<file path="src/rtl/fft_bitrev_loader_if.sv">
// AXI4-Stream style channel used for both the upstream (s00) and FFT-side (m00) ports
// of the bit-reversal loader.
interface fft_bitrev_loader_if #(
    parameter int DATA_WIDTH = 32
) ();
    logic                      tvalid;
    logic                      tready;
    logic [DATA_WIDTH-1:0]     tdata;
    logic [DATA_WIDTH/8-1:0]   tstrb;
    logic                      tlast;

    modport master (
        output tvalid,
        output tdata,
        output tstrb,
        output tlast,
        input  tready
    );

    modport slave (
        input  tvalid,
        input  tdata,
        input  tstrb,
        input  tlast,
        output tready
    );
endinterface

</file>
<file path="src/rtl/fft_bitrev_loader.sv">
// Buffers one frame of SIZE words in natural order and replays it in bit-reversed
// index order to a radix-2 FFT, then issues a one-cycle start pulse.
module fft_bitrev_loader #(
    parameter int SIZE       = 8,
    parameter int DATA_WIDTH = 32
) (
    input  logic                s00_axi_aclk,
    input  logic                s00_axi_aresetn,
    fft_bitrev_loader_if.slave  s00_axis,
    fft_bitrev_loader_if.master m00_axis,
    output logic                start,
    output logic                frame_err
);
    localparam int              AW       = $clog2(SIZE);
    localparam logic [AW-1:0]   LAST_IDX = AW'(SIZE - 1);
    localparam logic [AW-1:0]   ZERO_IDX = AW'(0);
    localparam logic [AW-1:0]   ONE_IDX  = AW'(1);
    localparam logic [DATA_WIDTH-1:0] ZERO_WORD = {DATA_WIDTH{1'b0}};

    typedef enum logic [1:0] {
        FILL  = 2'd0,
        DRAIN = 2'd1,
        KICK  = 2'd2
    } state_t;

    state_t                 r_state;
    state_t                 w_state_next;
    logic [DATA_WIDTH-1:0]  r_buf [SIZE];
    logic [AW-1:0]          r_wcnt;
    logic [AW-1:0]          r_rcnt;
    logic                   r_s_tready;
    logic                   r_m_tvalid;
    logic                   r_m_tlast;
    logic [DATA_WIDTH-1:0]  r_m_tdata;
    logic                   r_start;
    logic                   r_frame_err;

    logic                   w_s_hs;
    logic                   w_m_hs;
    logic                   w_wcnt_last;
    logic                   w_rcnt_last;
    logic                   w_fill_end;
    logic [AW-1:0]          w_rcnt_inc;
    logic [DATA_WIDTH-1:0]  w_first_word;
    logic                   w_unused_tstrb;

    function automatic logic [AW-1:0] bitrev(input logic [AW-1:0] idx);
        logic [AW-1:0] rev;
        rev = {AW{1'b0}};
        for (int b = 0; b < AW; b++) begin
            rev[b] = idx[AW-1-b];
        end
        return rev;
    endfunction

    assign w_s_hs      = r_s_tready & s00_axis.tvalid;
    assign w_m_hs      = r_m_tvalid & m00_axis.tready;
    assign w_wcnt_last = (r_wcnt == LAST_IDX);
    assign w_rcnt_last = (r_rcnt == LAST_IDX);
    assign w_fill_end  = w_s_hs & (w_wcnt_last | s00_axis.tlast);
    assign w_rcnt_inc  = r_rcnt + ONE_IDX;
    // A one-word frame writes buffer[0] on the same edge that loads the first output.
    assign w_first_word   = (r_wcnt == ZERO_IDX) ? s00_axis.tdata : r_buf[0];
    assign w_unused_tstrb = ^s00_axis.tstrb;

    assign s00_axis.tready = r_s_tready;
    assign m00_axis.tvalid = r_m_tvalid;
    assign m00_axis.tdata  = r_m_tdata;
    assign m00_axis.tlast  = r_m_tlast;
    assign m00_axis.tstrb  = {(DATA_WIDTH/8){1'b1}};
    assign start           = r_start;
    assign frame_err       = r_frame_err;

    // State register.
    always_ff @(posedge s00_axi_aclk or negedge s00_axi_aresetn) begin
        if (!s00_axi_aresetn) begin
            r_state <= FILL;
        end else begin
            r_state <= w_state_next;
        end
    end

    // Next-state decode.
    always_comb begin
        w_state_next = r_state;
        case (r_state)
            FILL: begin
                if (w_fill_end) begin
                    w_state_next = DRAIN;
                end else begin
                    w_state_next = FILL;
                end
            end
            DRAIN: begin
                if (w_m_hs && w_rcnt_last) begin
                    w_state_next = KICK;
                end else begin
                    w_state_next = DRAIN;
                end
            end
            KICK: begin
                w_state_next = FILL;
            end
            default: begin
                w_state_next = FILL;
            end
        endcase
    end

    // Handshake and status flags, decoded one cycle ahead from the next state.
    always_ff @(posedge s00_axi_aclk or negedge s00_axi_aresetn) begin
        if (!s00_axi_aresetn) begin
            r_s_tready  <= 1'b0;
            r_m_tvalid  <= 1'b0;
            r_start     <= 1'b0;
            r_frame_err <= 1'b0;
        end else begin
            r_s_tready  <= (w_state_next == FILL);
            r_m_tvalid  <= (w_state_next == DRAIN);
            r_start     <= (w_state_next == KICK);
            r_frame_err <= w_fill_end & (s00_axis.tlast ^ w_wcnt_last);
        end
    end

    // Write/read counters and the registered output word.
    always_ff @(posedge s00_axi_aclk or negedge s00_axi_aresetn) begin
        if (!s00_axi_aresetn) begin
            r_wcnt    <= ZERO_IDX;
            r_rcnt    <= ZERO_IDX;
            r_m_tdata <= ZERO_WORD;
            r_m_tlast <= 1'b0;
        end else begin
            case (r_state)
                FILL: begin
                    if (w_fill_end) begin
                        r_m_tdata <= w_first_word;
                        r_m_tlast <= 1'b0;
                    end else if (w_s_hs) begin
                        r_wcnt <= r_wcnt + ONE_IDX;
                    end else begin
                        r_wcnt <= r_wcnt;
                    end
                end
                DRAIN: begin
                    if (w_m_hs && w_rcnt_last) begin
                        r_rcnt    <= ZERO_IDX;
                        r_m_tdata <= ZERO_WORD;
                        r_m_tlast <= 1'b0;
                    end else if (w_m_hs) begin
                        r_rcnt    <= w_rcnt_inc;
                        r_m_tdata <= r_buf[bitrev(w_rcnt_inc)];
                        r_m_tlast <= (w_rcnt_inc == LAST_IDX);
                    end else begin
                        r_rcnt <= r_rcnt;
                    end
                end
                KICK: begin
                    r_wcnt <= ZERO_IDX;
                    r_rcnt <= ZERO_IDX;
                end
                default: begin
                    r_wcnt    <= ZERO_IDX;
                    r_rcnt    <= ZERO_IDX;
                    r_m_tdata <= ZERO_WORD;
                    r_m_tlast <= 1'b0;
                end
            endcase
        end
    end

    // Frame buffer: natural-order writes during FILL, cleared in KICK so short frames pad with zero.
    always_ff @(posedge s00_axi_aclk or negedge s00_axi_aresetn) begin
        if (!s00_axi_aresetn) begin
            for (int i = 0; i < SIZE; i++) begin
                r_buf[i] <= ZERO_WORD;
            end
        end else if (r_state == KICK) begin
            for (int i = 0; i < SIZE; i++) begin
                r_buf[i] <= ZERO_WORD;
            end
        end else if ((r_state == FILL) && w_s_hs) begin
            r_buf[r_wcnt] <= s00_axis.tdata;
        end else begin
            for (int i = 0; i < SIZE; i++) begin
                r_buf[i] <= r_buf[i];
            end
        end
    end
endmodule

</file>
<file path="src/flat_wrapper.sv">
// flat-port wrapper written by rule: the top's interface ports become plain ports
module fft_bitrev_loader_flat 
#(
    parameter int SIZE       = 8,
    parameter int DATA_WIDTH = 32
)
  (s00_axi_aclk, s00_axi_aresetn, start, frame_err, s00_axis_tvalid, s00_axis_tdata, s00_axis_tstrb, s00_axis_tlast, s00_axis_tready, m00_axis_tvalid, m00_axis_tdata, m00_axis_tstrb, m00_axis_tlast, m00_axis_tready);
  fft_bitrev_loader_if #(.DATA_WIDTH(DATA_WIDTH)) s00_axis_i ();
  fft_bitrev_loader_if #(.DATA_WIDTH(DATA_WIDTH)) m00_axis_i ();
  input  logic s00_axi_aclk;
  input  logic s00_axi_aresetn;
  output logic start;
  output logic frame_err;
  input wire logic [$bits(s00_axis_i.tvalid)-1:0] s00_axis_tvalid;
  input wire logic [$bits(s00_axis_i.tdata)-1:0] s00_axis_tdata;
  input wire logic [$bits(s00_axis_i.tstrb)-1:0] s00_axis_tstrb;
  input wire logic [$bits(s00_axis_i.tlast)-1:0] s00_axis_tlast;
  output wire logic [$bits(s00_axis_i.tready)-1:0] s00_axis_tready;
  output wire logic [$bits(m00_axis_i.tvalid)-1:0] m00_axis_tvalid;
  output wire logic [$bits(m00_axis_i.tdata)-1:0] m00_axis_tdata;
  output wire logic [$bits(m00_axis_i.tstrb)-1:0] m00_axis_tstrb;
  output wire logic [$bits(m00_axis_i.tlast)-1:0] m00_axis_tlast;
  input wire logic [$bits(m00_axis_i.tready)-1:0] m00_axis_tready;
  assign s00_axis_i.tvalid = s00_axis_tvalid;
  assign s00_axis_i.tdata = s00_axis_tdata;
  assign s00_axis_i.tstrb = s00_axis_tstrb;
  assign s00_axis_i.tlast = s00_axis_tlast;
  assign s00_axis_tready = s00_axis_i.tready;
  assign m00_axis_tvalid = m00_axis_i.tvalid;
  assign m00_axis_tdata = m00_axis_i.tdata;
  assign m00_axis_tstrb = m00_axis_i.tstrb;
  assign m00_axis_tlast = m00_axis_i.tlast;
  assign m00_axis_i.tready = m00_axis_tready;
  fft_bitrev_loader #(.SIZE(SIZE), .DATA_WIDTH(DATA_WIDTH)) u_core (.s00_axi_aclk(s00_axi_aclk), .s00_axi_aresetn(s00_axi_aresetn), .s00_axis(s00_axis_i), .m00_axis(m00_axis_i), .start(start), .frame_err(frame_err));
endmodule
</file>
<file path="config.mk">
export PLATFORM = sky130hd
export DESIGN_NAME = fft_bitrev_loader_flat
export DESIGN_NICKNAME = d
export VERILOG_FILES = /design/src/rtl/fft_bitrev_loader_if.sv /design/src/rtl/fft_bitrev_loader.sv /design/src/flat_wrapper.sv
export SDC_FILE = /design/constraint.sdc
export NUM_CORES = 1
export LEC_CHECK = 0
export BUFFER_PORTS_ARGS = -buffer_cell sky130_fd_sc_hd__buf_2
export CORE_MARGIN = 2
export CORE_UTILIZATION = 26
export DETAILED_ROUTE_END_ITERATION = 7
export SLEW_MARGIN = 20
export SYNTH_ARGS = -nofsm -noshare
export SYNTH_HDL_FRONTEND = slang
export SYNTH_SLANG_ARGS = --single-unit
</file>
<file path="constraint.sdc">
create_clock -name s00_axi_aclk -period 3.5 [get_ports s00_axi_aclk]
set_input_delay 0.525 -clock s00_axi_aclk [delete_from_list [all_inputs] [get_ports s00_axi_aclk]]
set_output_delay 0.525 -clock s00_axi_aclk [all_outputs]
set_load 0.02 [all_outputs]
</file>
==> flow_metrics.py <==
metrics = {
    "route": {
        "drt-pass1-iter-count": 5,
        "antenna_left": 0,
        "wl_mm": 44.4,
        "vias_per_cell": 5.04,
        "wl_per_cell_um": 20.2,
        "vias": 11100,
        "drcViolationCount": 0,
        "drt_iter0_markers": 1006,
    },
    "floorplanning": {
        "die_area_sq_um": 58900,
        "die_h_um": 243,
        "num_io_pins": 82,
        "die_width_um": 243,
        "initial_core_util_pct": 26.3,
        "core_sq_um": 56400,
        "num_rows": 87,
    },
    "clock_tree": {
        "h-tree-depth": 1,
        "cts_resized": 0,
        "cts.sinks": 301,
        "insertion_delay_ns": 0.58,
        "cts_tree": "done",
        "cts.clk_slew.worst_paths_ns": 0.06,
        "cts-buffers-inserted": 31,
        "clock_path_buffers": 3,
        "clockRootBuffer": "clkbuf_16",
    },
    "timing": {
        "final-hold-violation-count": 0,
        "drv_slew": 0,
        "relSlewSlack_pct": 24.0,
        "rsz0062_at_grt": "no",
        "max_freq_mhz": 342,
        "fin_crit_ns": 2.92,
        "period_share_pct": 83.5,
        "tightest_slew_ns": 1.14,
        "setup-tns-final_ns": 0,
        "setup_viol": 0,
        "fin_skew_ns": 0.00754,
        "worst_slack_ns": 0.577,
    },
    "worst_setup_path": {
        "endpoint_kind": "flop",
        "crit_required_ns": 3.96,
        "start_kind": "flop",
        "critPathArrivalTime_ns": 3.39,
        "critPathMaxStageDelay_ns": 0.49,
        "worstPathCellList": "buf_4, inv_1, ha_2, buf_12, mux4_2, nand4_1, o211ai_1, a22o_1",
        "crit_family": "buffers and inverters",
        "setup.worst_path.class": "flop to flop",
        "cpMaxStageDelayCell": "buf_4",
        "critPathMaxFanout": 61,
        "path_buf_inv": 3,
    },
    "synthesis": {
        "postSynthAreaPerCell_sq_um": 10.4,
        "synth_cell_types": 40,
        "ys.flop_type": "dfrtp_1",
        "synth_edf_count": 0,
        "synthCells": 1425,
        "ys_seq_area_share_pct": 50.9,
        "yosysWarnings": 0,
        "async_flop_share_pct": 100,
        "synthTopCellsByArea": "dfrtp_1 (51%), mux4_2 (9.7%), mux2i_1 (8.8%)",
        "yosysTopAreaCell": "dfrtp_1",
        "synth-seq-cells": 301,
        "synth_area_sq_um": 14800,
        "yosys.area.top_type_share_pct": 50.9,
    },
    "run": {
        "max-cap-violations": 0,
    },
    "pwr": {
        "switching_share_pct": 36.9,
        "total_power_w": 0.0151,
        "p_int_w": 0.00950,
        "cellPowerDensity_nw_per_um2": 891,
        "comb_power_share_pct": 39.9,
        "power_switching_w": 0.00556,
        "ir_worst_vdd_mv": 0.710,
        "p_clk_share_pct": 22.0,
        "seqPwrFrac_pct": 38.1,
        "power_leakage_nw": 7.90,
    },
    "global_route": {
        "grt_util_met3_pct": 2.71,
        "grt-ovfl-total": 0,
        "met2_usage_pct": 23.6,
        "grt_pass1_vias": 11000,
        "met1_usage_pct": 20.6,
        "grt_use_total_pct": 14.9,
        "grt_max_degree": 210,
        "antenna_found_initial": 8,
        "grt_pass1_wl_mm": 68.8,
        "top_usage_layer": "met2",
    },
    "place": {
        "dp_slack_ns": 0.628,
        "routabilityCongestion": 0.751,
        "portBuffers": 73,
        "place_area_sq_um": 15900,
        "hpwl_mm": 24.9,
    },
    "layout": {
        "final_area_sq_um": 16900,
        "fin_util_pct": 30.0,
        "fin_nets": 1462,
        "nFillCells": 5812,
        "synthToLayoutAreaGrowth_pct": 14.2,
        "drive_gt1_share_pct": 17.3,
    },
    "run_status": {
        "status": "finished clean",
    },
    "worst_hold_path": {
        "hold_class": "input pin to flop",
    },
}
[per-stage QoR]
stage                     hold slack (ns)  instances
after floorplan                     0.229       1428
after global placement              0.472       2136
after detailed placement            0.475       2136
after CTS                           0.235       2193
after global routing                0.256       2195
final                               0.257       2197
[tightest hold or removal path: cells and delay by family]
| family | cells | cell delay (ns) |
|---|---|---|
| AO/OA/AOI/OAI | 1 | 0.05 |
| buffers and inverters | 1 | 0.15 |
| AND/OR/NAND/NOR | 1 | 0.07 |
[power groups by stage]
stage	registers, W	clock network (W)	logic (W)
global route	0.00590	0.00352	0.00655
finish	0.00573	0.00331	0.00601
floorplan	0.00571	0	0.00426
detailed placement	0.00576	0	0.00606
CTS	0.00571	0.00338	0.00608
global placement	0.00568	0	0.00594
[kinds of logic after synthesis]
group	count (synthesis)	share of synthesized area, %
AND/OR/NAND/NOR	505	14.3
flip-flops	301	50.9
other	1	0.0253
multiplexers	194	18.5
buffers and inverters	182	5.59
adder cells (fa/ha/maj)	7	0.592
AO/OA/AOI/OAI	234	9.98
XOR/XNOR	1	0.0592
[layout make-up]
class                   count  area (sq um)  share of cell area [%]
repair buffers            111           801                    4.74
clock buffers              44           885                    5.23
well taps                 756           946                    5.60
multi-input cells         945          6520                    38.6
clock inverters            12           118                   0.696
diodes                      4          10.0                  0.0592
inverters                  24          90.1                   0.533
flip-flops and latches    301          7530                    44.6
[metal layers]
layer  vias to the layer above  share of wire [%]
li1                       4912                  -
met1                      5658                 43
met2                       416                 47
met3                        87                7.5
met4                         6                2.6
met5                         -              0.077
[worst paths after layout]
kind / endpoint / startpoint / cells after the start / slack [ns]
worst max-delay path: u_core.m00_axis.tdata[31]$_DFFE_PN0P_ / u_core.r_rcnt[0]$_DFFE_PN0P_ / 8 / 0.58
worst min-delay path: u_core.r_buf[180]$_DFFE_PN0P_ / s00_axis_tdata[20] / 3 / 0.26
worst max register to register: u_core.m00_axis.tdata[31]$_DFFE_PN0P_ / u_core.r_rcnt[0]$_DFFE_PN0P_ / 8 / 0.58
worst min register to register: u_core.m00_axis.tlast$_DFFE_PN0P_ / u_core.m00_axis.tlast$_DFFE_PN0P_ / 2 / 0.49
max in group asynchronous: u_core.r_buf[139]$_DFFE_PN0P_ / s00_axi_aresetn / 3 / 1.86
min in group asynchronous: u_core.r_buf[205]$_DFFE_PN0P_ / s00_axi_aresetn / 2 / 0.58
[flip-flops by register name (all words and copies together), names as in the netlist, 2 cells and up]
| register | count |
|---|---|
| u_core.r_buf | 256 |
| u_core.r_wcnt | 3 |
| u_core.m00_axis.tdata | 32 |
| u_core.r_state | 2 |
| u_core.r_rcnt | 3 |
[cells in the final DEF, fill, tap and decap left out, drive strengths merged, types with 2 or more instances in the layout]
master	synthesis	final
a21oi	164	164
a22o	34	34
and3	3	3
buf	65	110
bufinv	0	2
clkbuf	93	44
clkinv	0	10
conb	1	4
dfrtp	301	301
diode	0	4
ha	7	7
inv	24	24
mux2i	130	130
mux4	64	64
nand2	323	323
nand3	9	9
nand4	46	46
nor2	103	103
nor2b	5	5
nor3	3	3
nor3b	3	3
o211ai	13	13
o221ai	19	19
or3	3	3
[synthesized netlist by cell type, types with 13 or more instances]
cell,instances
nor2_1,103
clkbuf_1,93
mux2i_1,130
nand4_1,46
buf_4,14
mux4_2,64
nand2_1,323
buf_2,44
inv_1,23
o211ai_1,13
a21oi_1,164
a22o_1,34
dfrtp_1,301
[what timing repair did]
action,4_1_cts,5_1_grt
hold buffers,1,0
setup buffers,0,0
endpoints found under the hold margin,16,0
Power figures use the tool's default switching activity.
